--- config.mk ---
export PLATFORM = sky130hd
export DESIGN_NAME = seven_seg_scan
export DESIGN_NICKNAME = d
export VERILOG_FILES = /design/src/rtl/seven_seg_scan.sv
export SDC_FILE = /design/constraint.sdc
export NUM_CORES = 1
export LEC_CHECK = 0
export CORE_MARGIN = 2
export CORE_UTILIZATION = 50
export DETAILED_ROUTE_END_ITERATION = 8
export PLACE_DENSITY = 0.76
export REMOVE_ABC_BUFFERS = 1
export SKIP_CTS_REPAIR_TIMING = 1
export SLEW_MARGIN = 20
export SYNTH_ARGS = -nofsm -noshare
export SYNTH_HDL_FRONTEND = slang
export SYNTH_SLANG_ARGS = --single-unit
--- constraint.sdc ---
create_clock -name clk -period 2.6 [get_ports clk]
set_input_delay 0.78 -clock clk [delete_from_list [all_inputs] [get_ports clk]]
set_output_delay 0.78 -clock clk [all_outputs]
set_load 0.02 [all_outputs]
--- src/rtl/seven_seg_scan.sv ---
// Multiplexed seven-segment scanner: double-buffered hex digits with leading-zero
// blanking, per-digit blink and per-slot brightness duty, all outputs registered.
module seven_seg_scan #(
  parameter int DIGITS     = 4,
  parameter int DWELL      = 12500,
  parameter int BRIGHT_W   = 4,
  parameter int BLINK_LOG2 = 5
) (
  input  logic                  clk,
  input  logic                  rst,
  input  logic [4*DIGITS-1:0]   data_in,
  input  logic [DIGITS-1:0]     dp_in,
  input  logic                  load,
  input  logic                  blank_lz,
  input  logic [DIGITS-1:0]     blink_en,
  input  logic [BRIGHT_W-1:0]   bright,
  output logic [6:0]            seg,
  output logic                  dp,
  output logic [DIGITS-1:0]     an,
  output logic                  frame_done
);
  localparam int CNT_W = $clog2(DWELL);
  localparam int IDX_W = (DIGITS > 1) ? $clog2(DIGITS) : 1;
  localparam int FRM_W = BLINK_LOG2 + 1;
  localparam logic [CNT_W-1:0] CNT_LAST = CNT_W'(DWELL - 1);
  localparam logic [IDX_W-1:0] IDX_LAST = IDX_W'(DIGITS - 1);

  logic [CNT_W-1:0]    cnt_q, cnt_d;
  logic [IDX_W-1:0]    idx_q, idx_d;
  logic [FRM_W-1:0]    frame_cnt_q, frame_cnt_d;
  logic [4*DIGITS-1:0] shadow_data_q, shadow_data_d;
  logic [4*DIGITS-1:0] active_data_q, active_data_d;
  logic [DIGITS-1:0]   shadow_dp_q, shadow_dp_d;
  logic [DIGITS-1:0]   active_dp_q, active_dp_d;
  logic [6:0]          seg_q, seg_d;
  logic                dp_q, dp_d;
  logic [DIGITS-1:0]   an_q, an_d;
  logic                frame_done_q, frame_done_d;

  logic                slot_end;
  logic                frame_wrap;
  logic                blink_phase;
  logic                duty_on;
  logic                cur_lit;
  logic [3:0]          cur_nib;
  logic [3:0]          nib [DIGITS];
  logic [DIGITS:1]     upper_zero;
  logic [DIGITS-1:0]   digit_blank;

  function automatic logic [6:0] hex_to_seg(input logic [3:0] n);
    case (n)
      4'h0: hex_to_seg = 7'h3F;
      4'h1: hex_to_seg = 7'h06;
      4'h2: hex_to_seg = 7'h5B;
      4'h3: hex_to_seg = 7'h4F;
      4'h4: hex_to_seg = 7'h66;
      4'h5: hex_to_seg = 7'h6D;
      4'h6: hex_to_seg = 7'h7D;
      4'h7: hex_to_seg = 7'h07;
      4'h8: hex_to_seg = 7'h7F;
      4'h9: hex_to_seg = 7'h6F;
      4'hA: hex_to_seg = 7'h77;
      4'hB: hex_to_seg = 7'h7C;
      4'hC: hex_to_seg = 7'h39;
      4'hD: hex_to_seg = 7'h5E;
      4'hE: hex_to_seg = 7'h79;
      default: hex_to_seg = 7'h71;
    endcase
  endfunction

  assign blink_phase        = frame_cnt_q[FRM_W-1];
  assign upper_zero[DIGITS] = 1'b1;

  // upper_zero[i] is set when nibbles i..DIGITS-1 are all zero; digit 0 never blanks on it.
  generate
    for (genvar gi = 0; gi < DIGITS; gi++) begin : g_digit
      assign nib[gi] = active_data_q[4*gi +: 4];
      if (gi == 0) begin : g_first
        assign digit_blank[gi] = blink_phase && blink_en[gi];
      end else begin : g_rest
        if (gi < DIGITS - 1) begin : g_chain
          assign upper_zero[gi] = (nib[gi] == 4'h0) && upper_zero[gi+1];
        end else begin : g_top
          assign upper_zero[gi] = (nib[gi] == 4'h0);
        end
        assign digit_blank[gi] = (blank_lz && upper_zero[gi]) || (blink_phase && blink_en[gi]);
      end
    end
  endgenerate

  always_comb begin
    slot_end   = (cnt_q == CNT_LAST);
    frame_wrap = slot_end && (idx_q == IDX_LAST);

    cnt_d = slot_end ? '0 : cnt_q + 1'b1;
    idx_d = idx_q;
    if (slot_end) begin
      idx_d = (idx_q == IDX_LAST) ? '0 : idx_q + 1'b1;
    end
    frame_cnt_d  = frame_wrap ? frame_cnt_q + 1'b1 : frame_cnt_q;
    frame_done_d = frame_wrap;

    // The active copy takes the shadow value held before this cycle's load.
    shadow_data_d = load ? data_in : shadow_data_q;
    shadow_dp_d   = load ? dp_in : shadow_dp_q;
    active_data_d = frame_wrap ? shadow_data_q : active_data_q;
    active_dp_d   = frame_wrap ? shadow_dp_q : active_dp_q;

    duty_on = (&bright) || (cnt_q[BRIGHT_W-1:0] < bright);
    cur_nib = nib[idx_q];
    cur_lit = duty_on && !digit_blank[idx_q];

    seg_d = cur_lit ? ~hex_to_seg(cur_nib) : 7'h7F;
    dp_d  = cur_lit ? ~active_dp_q[idx_q] : 1'b1;
    an_d  = '1;
    for (int i = 0; i < DIGITS; i++) begin
      an_d[i] = !(cur_lit && (idx_q == IDX_W'(i)));
    end
  end

  always_ff @(posedge clk or posedge rst) begin
    if (rst) begin
      cnt_q         <= '0;
      idx_q         <= '0;
      frame_cnt_q   <= '0;
      shadow_data_q <= '0;
      shadow_dp_q   <= '0;
      active_data_q <= '0;
      active_dp_q   <= '0;
      seg_q         <= 7'h7F;
      dp_q          <= 1'b1;
      an_q          <= '1;
      frame_done_q  <= 1'b0;
    end else begin
      cnt_q         <= cnt_d;
      idx_q         <= idx_d;
      frame_cnt_q   <= frame_cnt_d;
      shadow_data_q <= shadow_data_d;
      shadow_dp_q   <= shadow_dp_d;
      active_data_q <= active_data_d;
      active_dp_q   <= active_dp_d;
      seg_q         <= seg_d;
      dp_q          <= dp_d;
      an_q          <= an_d;
      frame_done_q  <= frame_done_d;
    end
  end

  assign seg        = seg_q;
  assign dp         = dp_q;
  assign an         = an_q;
  assign frame_done = frame_done_q;

endmodule

==> metrics.yaml <==
timing:
  relSlewSlack_pct: 68.4
  fin_crit_sh_pct: 92.3
  rsz0062_at_grt: "no"
  timing.hold.ws_ns: 0.478
  report.final.setup_viol: 0
  finClkSkew_ns: 0.0114
  fin_ws_ns: 0.199
  max_freq_mhz: 416
  finalHoldViolCount: 0
  final_max_slew_viol_count: 0
  worst_pin_slew_ns: 0.470
  timing.final.crit_period_ns: 2.40
routing:
  wl_per_cell_um: 15.6
  routed_wl_um: 6320
  drt_iter0_markers: 162
  ant_nets: 0
  remaining_drc_errors: 0
  post_drt_via_cell_ratio: 5.40
  dr.pass1.iters: 4
  num_vias: 2193
critical_path:
  cp.required_ns: 2.87
  cp_max_fo: 11
  crit_type: "primary input to flop"
  slowest_stage: "clkdlybuf4s50_1"
  crit_chain: "clkdlybuf4s50_1, inv_1, ha_1, a21o_1, a211o_1, a211oi_1, buf_4, o221ai_1"
  end_kind: "flop"
  rrSetupSlack_ns: 0.38
  reg2reg_to: "active_data_q[10]"
  reg2reg_depth: 6
  crit_arrival_ns: 2.67
  critPathMaxStageDelay_ns: 0.48
  r2r_start: "cnt_q[0]"
  start_kind: "primary input"
worst_hold_path:
  hp-class: "flop to flop"
  whs_path_depth: 1
  hold_start: "frame_cnt_q[4]"
  holdPathEnd: "frame_cnt_q[4]"
clock_tree:
  path_clk_slew_ns: 0.08
  tritoncts: "done"
  cts.htree.levels: 3
  root_buffer: "clkbuf_8"
  cts_buffer_depth: 2
  numCtsBuffers: 9
  clk_latency_ns: 0.36
  cts_sinks: 75
cells_and_area:
  n_fill_cell: 519
  stdcell_count: 406
  antenna_cells: 0
  final_cell_area_sq_um: 4270
  post-route-util_pct: 63.2
  areaGrowthSynthToFinish_pct: 22.8
  drive_gt1_share_pct: 26.4
  num-nets-final: 368
grt:
  grt_max_degree: 76
  track_usage_pct: 18.9
  grt_pass1_vias: 2206
  antenna_found_initial: 0
  grt_pass1_wl_um: 10900
  grt_overflow: 0
power_and_ir_drop:
  p_per_area_nw_per_um2: 573
  leakage_nw: 1.91
  ir_worst_vdd_mv: 0.392
placed_design:
  dp.cells: 390
  hpwlAfterDp_um: 4430
  placed_area_sq_um: 4030
  post-place-ws_ns: -0.180
  place_congestion: 0.832
  portBuffers: 44
logic_synthesis:
  ys.flop_type: "dfrtp_1"
  yosysUniqueCellTypes: 37
  syn_avg_cell_area_sq_um: 12.9
  yosysWarnings: 0
  ys_seq_area_share_pct: 54.4
  syn_inst: 269
  synth_area_sq_um: 3480
  synth_seq_cells: 75
  async_flop_share_pct: 100
  synth-edff-count: 0
die:
  chipWidth_um: 87.4
  die_h_um: 87.4
  dieArea_sq_um: 7640
  core_sq_um: 6760
  start_util_pct: 51.5
  rows: 30
  io_pins: 45
job:
  drv_cap: 0
outcome:
  outcome: "complete, no violations"
==> worst max-delay path by stage <==
stage                     slack, ns               end       from  cells after the start
after global placement         -0.1            seg[2]  bright[1]                      8
after detailed placement      -0.18            seg[5]  bright[1]                      8
final                          0.20            seg[4]  bright[1]                      8
after floorplan               -0.07  active_data_q[0]        rst                      1
after global routing           0.10            seg[5]  bright[1]                      8
after CTS                      0.19            seg[5]  bright[1]                      8
==> sequential cells by signal, summed over array words and instances (netlist names) <==
signal         cells
active_data_q     16
shadow_data_q     16
cnt_q             14
seg                7
frame_cnt_q        6
active_dp_q        4
an                 4
shadow_dp_q        4
idx_q              2
dp                 1
frame_done         1
==> logic make-up (layout without fill, tap and decap cells) <==
| kind of cell | after synthesis | in the layout | share of synthesized area (%) |
|---|---|---|---|
| and+or+nand+nor | 69 | 69 | 10.4 |
| buffers and inverters | 20 | 77 | 2.70 |
| DFF | 75 | 75 | 54.4 |
| adders and majority gates | 15 | 15 | 5.39 |
| xor gates and xnor gates | 20 | 20 | 5.03 |
| muxes | 49 | 49 | 17.8 |
| AOI/OAI and AO/OA | 21 | 21 | 4.35 |
==> metrics by stage <==
| step | setup TNS, ns | power, mW |
|---|---|---|
| final | 0 | 2.45 |
| after global routing | 0 | 2.55 |
| after CTS | 0 | 2.47 |
| after detailed placement | -1.33 | 1.38 |
| after global placement | -0.551 | 1.38 |
| after floorplan | -4.42 | 1.30 |
==> where the power goes <==
part	leakage, nW	internal, mW	switching [mW]
clock	0.117	0.665	0.427
combinational	0.849	0.0830	0.0545
sequential	0.946	1.20	0.0169
total	1.91	1.95	0.498
==> cell type report <==
class | instances | area [sq um] | share of cell area, %
tap | 80 | 100 | 2.34
timing repair buffer | 51 | 505 | 11.8
inverter | 10 | 37.5 | 0.879
multi-input combinational | 174 | 1490 | 35.0
clock buffer | 12 | 145 | 3.40
clock inverter | 4 | 97.6 | 2.28
sequential | 75 | 1890 | 44.3
==> synth_stat cells (4+ instances only) <==
master / n / area (sq um)
xnor2_1: 8 / 70.1
dfrtp_1: 63 / 1580
mux2_2: 43 / 484
mux4_2: 6 / 135
nor4_1: 4 / 25.0
nand2_1: 18 / 67.6
xor2_1: 12 / 105
o21ai_0: 4 / 20.0
ha_1: 15 / 188
inv_1: 10 / 37.5
nand2b_1: 4 / 25.0
nor2_1: 12 / 45.0
nand4_1: 4 / 25.0
nand3_1: 13 / 65.1
o221ai_1: 4 / 35.0
clkbuf_1: 5 / 18.8
dfstp_2: 12 / 315
==> worst max-delay path: cells and delay by family <==
kind | cells | cell delay [ns]
buf+inv | 3 | 0.75
fa+ha+maj | 1 | 0.28
compound gates | 4 | 0.85
==> metal layers <==
metal	part of all wire (%)	vias to the layer above	track usage, %
met5	0	-	0
li1	-	1051	-
met2	47	41	27.8
met3	3.7	12	3.79
met1	47	1089	26.9
met4	1.8	0	9.23
==> cells in the final DEF, fill, tap and decap left out, types with 2 or more instances in the layout <==
| cell | count |
|---|---|
| a21oi_1 | 2 |
| and3_1 | 3 |
| buf_4 | 6 |
| bufinv_16 | 3 |
| clkbuf_1 | 2 |
| clkbuf_8 | 10 |
| clkdlybuf4s50_1 | 44 |
| dfrtp_1 | 63 |
| dfstp_2 | 12 |
| ha_1 | 15 |
| inv_1 | 9 |
| mux2_2 | 43 |
| mux4_2 | 6 |
| nand2_1 | 18 |
| nand2b_1 | 4 |
| nand3_1 | 13 |
| nand4_1 | 4 |
| nor2_1 | 12 |
| nor2b_1 | 2 |
| nor3_1 | 3 |
| nor4_1 | 4 |
| nor4b_1 | 2 |
| o211ai_1 | 2 |
| o21a_1 | 2 |
| o21ai_0 | 4 |
| o221ai_1 | 4 |
| xnor2_1 | 8 |
| xor2_1 | 12 |
Note: power is estimated with default switching activity, not from simulation.
